### src/rtl/coordinate_bcd_converter.sv
// Purpose: sequential binary-to-BCD converter (shift-and-add-3), one input bit per clock.
// Latency: done pulses BIN_W cycles after the start edge; one result per BIN_W+1 cycles.
// Backpressure: none; start is ignored while busy, and bcd holds until the next result.
module coordinate_bcd_converter #(
  parameter int BIN_W  = 12,
  parameter int DIGITS = 4
) (
  input  logic                  CLOCK,
  input  logic                  RESETN,
  input  logic                  start,
  input  logic [BIN_W-1:0]      value,
  output logic                  busy,
  output logic                  done,
  output logic [4*DIGITS-1:0]   bcd
);

  localparam int BCD_W  = 4 * DIGITS;
  localparam int WORK_W = BCD_W + BIN_W;
  localparam int CNT_W  = $clog2(BIN_W + 1);

  typedef enum logic [1:0] {
    S_IDLE  = 2'd0,
    S_SHIFT = 2'd1,
    S_DONE  = 2'd2
  } state_t;

  state_t              state_q;
  logic [WORK_W-1:0]   work_q;    // BCD digits above the remaining binary bits
  logic [WORK_W-1:0]   work_adj;  // after the parallel add-3 correction
  logic [WORK_W-1:0]   work_d;    // corrected and shifted left by one
  logic [CNT_W-1:0]    cnt_q;     // shifts still to perform
  logic                busy_q;
  logic                done_q;
  logic [BCD_W-1:0]    bcd_q;

  assign busy = busy_q;
  assign done = done_q;
  assign bcd  = bcd_q;

  // Add 3 to every BCD nibble >= 5 (judged on pre-shift contents), then shift the whole register left.
  always_comb begin
    work_adj = work_q;
    for (int d = 0; d < DIGITS; d++) begin
      if (work_q[BIN_W + 4*d +: 4] >= 4'd5) begin
        work_adj[BIN_W + 4*d +: 4] = work_q[BIN_W + 4*d +: 4] + 4'd3;
      end
    end
    work_d = work_adj << 1;
  end

  // Control FSM with registered busy/done; bcd only updates on the edge that raises done.
  always_ff @(posedge CLOCK or negedge RESETN) begin
    if (!RESETN) begin
      state_q <= S_IDLE;
      work_q  <= '0;
      cnt_q   <= '0;
      busy_q  <= 1'b0;
      done_q  <= 1'b0;
      bcd_q   <= '0;
    end else begin
      case (state_q)
        // DONE accepts a new start exactly like IDLE so back-to-back conversions lose no cycle.
        S_IDLE, S_DONE: begin
          done_q <= 1'b0;
          if (start) begin
            work_q  <= {{BCD_W{1'b0}}, value};
            cnt_q   <= CNT_W'(BIN_W);
            busy_q  <= 1'b1;
            state_q <= S_SHIFT;
          end else begin
            busy_q  <= 1'b0;
            state_q <= S_IDLE;
          end
        end
        S_SHIFT: begin
          work_q <= work_d;
          cnt_q  <= cnt_q - CNT_W'(1);
          // Last shift: publish the digits taken from the freshly shifted register.
          if (cnt_q == CNT_W'(1)) begin
            bcd_q   <= work_d[WORK_W-1:BIN_W];
            done_q  <= 1'b1;
            busy_q  <= 1'b0;
            state_q <= S_DONE;
          end
        end
        default: begin
          busy_q  <= 1'b0;
          done_q  <= 1'b0;
          state_q <= S_IDLE;
        end
      endcase
    end
  end

endmodule
### config.mk
export PLATFORM = sky130hd
export DESIGN_NAME = coordinate_bcd_converter
export DESIGN_NICKNAME = d
export VERILOG_FILES = /design/src/rtl/coordinate_bcd_converter.sv
export SDC_FILE = /design/constraint.sdc
export NUM_CORES = 1
export LEC_CHECK = 0
export BUFFER_PORTS_ARGS = -buffer_cell sky130_fd_sc_hd__buf_4
export CORE_MARGIN = 4
export CORE_UTILIZATION = 36
export CTS_CLUSTER_DIAMETER = 60
export DETAILED_ROUTE_END_ITERATION = 8
export SYNTH_ARGS = -nofsm -noshare
export SYNTH_HDL_FRONTEND = slang
export SYNTH_SLANG_ARGS = --single-unit
### constraint.sdc
create_clock -name CLOCK -period 3.3 [get_ports CLOCK]
set_input_delay 0.165 -clock CLOCK [delete_from_list [all_inputs] [get_ports CLOCK]]
set_output_delay 0.165 -clock CLOCK [all_outputs]
set_load 0.03 [all_outputs]
==> run_results.csv <==
group,metric,value,unit
die,die_y,89.6,um
route,wl_met1,2360,um
global_routing,grt_pass1_vias,1762,
worst_setup_path,slowest_delay,440,ps
sta,whs,74.4,ps
placement,place_hpwl,3230,um
sta,setup_viol,0,
layout,n_antenna_cell,0,
worst_setup_path,ff2ff_setup_slack,1560,ps
synth,synth_area,2400,um^2
worst_setup_path,cp.required,3490,ps
route,drc,0,
global_routing,antenna_found_initial,0,
synth,postSynthAreaPerCell,10.5,um^2
sta,tightest_slew,643,ps
global_routing,grt_pass1_wl,8270,um
worst_setup_path,startpoint_type,"flop",
pwr,ir_worst_vdd,0.479,mV
synth,ys_types,31,
pwr,sw_frac_of_total,0.426,
worst_setup_path,endpoint_kind,"flop",
route,drtIter0Drc,72,
worst_setup_path,reg2regPathDepth,4,
sta,finalSetupTns,0,ps
synth,yosys_warnings,0,
synth,ys_ff_latch,51,
route,vias,1703,
sta,maxSlewHeadroom,0.571,
layout,syn_to_final_growth,16.0,%
clocking,clkTransAtPathRegs,100,ps
route,wl_met3,145,um
placement,io_buffers,32,
sta,skew,9.61,ps
route,top_layer,"met4",
worst_setup_path,crit_path_start,"state_q[1]$_DFFE_PN0P_",
synth,syn_inst,229,
pwr,switching_power,1.21,mW
route,avgRoutedWirePerCell,14.0,um
sta,fin_crit_sh,0.526,
placement,gp_congestion,0.762,
job,max_cap_viol_count,0,
die,die_w,89.6,um
worst_setup_path,r2r_start,"state_q[1]$_DFFE_PN0P_",
worst_setup_path,crit_end,"bcd[14]$_DFFE_PN0P_",
clocking,clock_latency,300,ps
sta,finalHoldViolCount,0,
clocking,cts_buffers,5,
sta,slew_viol_final,0,
route,post_drt_via_cell_ratio,5.02,
pwr,pwr-share-comb,0.480,
global_routing,overflow,0,
route,final_antenna_net_count,0,
die,std_cell_rows,29,
sta,fin_crit,1740,ps
synth,synth_top_area_share,0.532,
worst_setup_path,reg2reg_to,"bcd[14]$_DFFE_PN0P_",
status,status,"complete, no violations",
pwr,intPower,1.64,mW
clocking,clockBufferDepth,2,
die,core_region_area,6420,um^2
worst_setup_path,path_class,"reg -> reg",
sta,rsz0062_at_grt,"false",
pwr,clockPowerShare,0.124,
route,wl_met2,2190,um
worst_setup_path,arrival,1920,ps
worst_setup_path,path_cells,"and2b_1 -> nand2_4 -> inv_4 -> mux2_2",
layout,drive_above_1_share,0.214,
die,ios,33,
sta,clock.fmax,0.576,GHz
die,dieArea,8030,um^2
synth,yosys.area.top_type,"dfrtp_1",
synth,synth_fp_nets,254,
worst_setup_path,cp_slowest_cell,"and2b_1",
clocking,htree_levels,2,
synth,synthTopCellsByArea,"dfrtp_1 (53%), nand2_1 (6.9%), o21ai_0 (5.6%), ha_1 (5.2%), a22oi_1 (3.4%)",
worst_hold_path,holdPathStages,3,
route,drt_wl_total,4730,um
pwr,p_leak,1.34,nW
global_routing,grt_use_total,0.132,
global_routing,grt_max_degree,52,
worst_hold_path,hold_class,"in -> reg",
clocking,cts_sinks,51,
die,initial_core_util,0.373,
worst_setup_path,path_max_fanout,22,
route,dr.pass1.iters,4,
clocking,cts_resized,0,
layout,nets,286,
pwr,pwr-share-seq,0.395,
synth,ys_seq_area_frac,0.532,
pwr,powerDensity,1020,nW/um^2
clocking,cts_tree,"done",
clocking,cts_root_buf,"clkbuf_8",
-- worst max-delay path: cells and delay by family, from the launching register on --
family	cells	cell delay [ps]
buffers and inverters	1	170
flip-flops	1	420
AND/OR/NAND/NOR	2	680
multiplexers	1	340
-- placed cells by master (no fill, tap or decap), types with 5 or more instances in the layout --
master,n
inv_1,11
nand2b_1,6
a21oi_1,8
buf_4,34
a22o_1,5
dfrtp_1,51
a22oi_1,11
nor3b_1,7
ha_1,10
clkbuf_8,5
nand2_1,44
nor3_1,5
o21ai_0,27
-- worst min path at each step --
stage          startpoint               endpoint
2_1_floorplan      RESETN     bcd[0]$_DFFE_PN0P_
3_3_place_gp       RESETN     bcd[9]$_DFFE_PN0P_
3_5_place_dp       RESETN     bcd[9]$_DFFE_PN0P_
4_1_cts          value[4]  work_q[4]$_DFFE_PN0P_
5_1_grt          value[6]  work_q[6]$_DFFE_PN0P_
6_report         value[6]  work_q[6]$_DFFE_PN0P_
-- state kept, by name, indices dropped and copies added (netlist names) --
register  cells
bcd          16
cnt_q         4
busy          1
work_q       28
state_q       2
-- power by group through the flow --
stage	Sequential [mW]	Clock, mW	Combinational, mW
floorplan	1.27	0	0.884
global placement	1.13	0	1.36
detailed placement	1.14	0	1.39
CTS	1.13	0.367	1.40
global route	1.17	0.393	1.56
finish	1.13	0.355	1.37
-- synthesized netlist by cell type, drive strengths merged --
cell type,number
dfrtp,51
nand2,45
o21ai,27
a21oi,12
inv,12
a22oi,11
ha,10
buf,8
nor3b,8
a22o,7
mux2,6
nand2b,6
nor3,5
mux2i,4
nand3,4
xnor2,4
and2b,2
clkbuf,2
a211oi,1
a31oi,1
and3,1
nor2,1
o31ai,1
-- per-stage QoR --
step	utilization	power (mW)	instances	setup WS (ps)	instance area [um^2]
finish	0.433	2.85	339	1560	2780
CTS	0.433	2.89	339	1550	2780
detailed placement	0.419	2.53	330	1570	2690
global route	0.433	3.12	339	1410	2780
floorplan	-	2.15	229	1870	2400
global placement	0.419	2.49	330	1590	2690
-- layer usage --
layer  global-route usage  up-vias
li1                     -      853
met1                0.181      817
met2                0.210       27
met3               0.0301        6
met4               0.0392        0
met5                    0        -
-- repair_timing --
action | CTS | global route
hold buffers | 1 | 0
endpoints found under the setup margin | 0 | 0
endpoints found under the hold margin | 51 | 0
setup buffers | 0 | 0
-- cell families after synthesis --
logic type,Yosys count,synth area share
mux,10,0.0496
fa+ha+maj,10,0.0522
compound gates,60,0.158
xor+xnor,4,0.0146
buf+inv,22,0.0444
simple gates,72,0.149
flops,51,0.532
-- final cells by class --
cell class,instances,area (um^2)
multi-input combinational,156,1010
fill,636,3640
inverter,12,47.5
clock inverter,1,5.00
tap,77,96.3
timing repair buffer,35,265
sequential,51,1280
clock buffer,7,76.3
No activity file was read; power rests on OpenSTA's default activity.
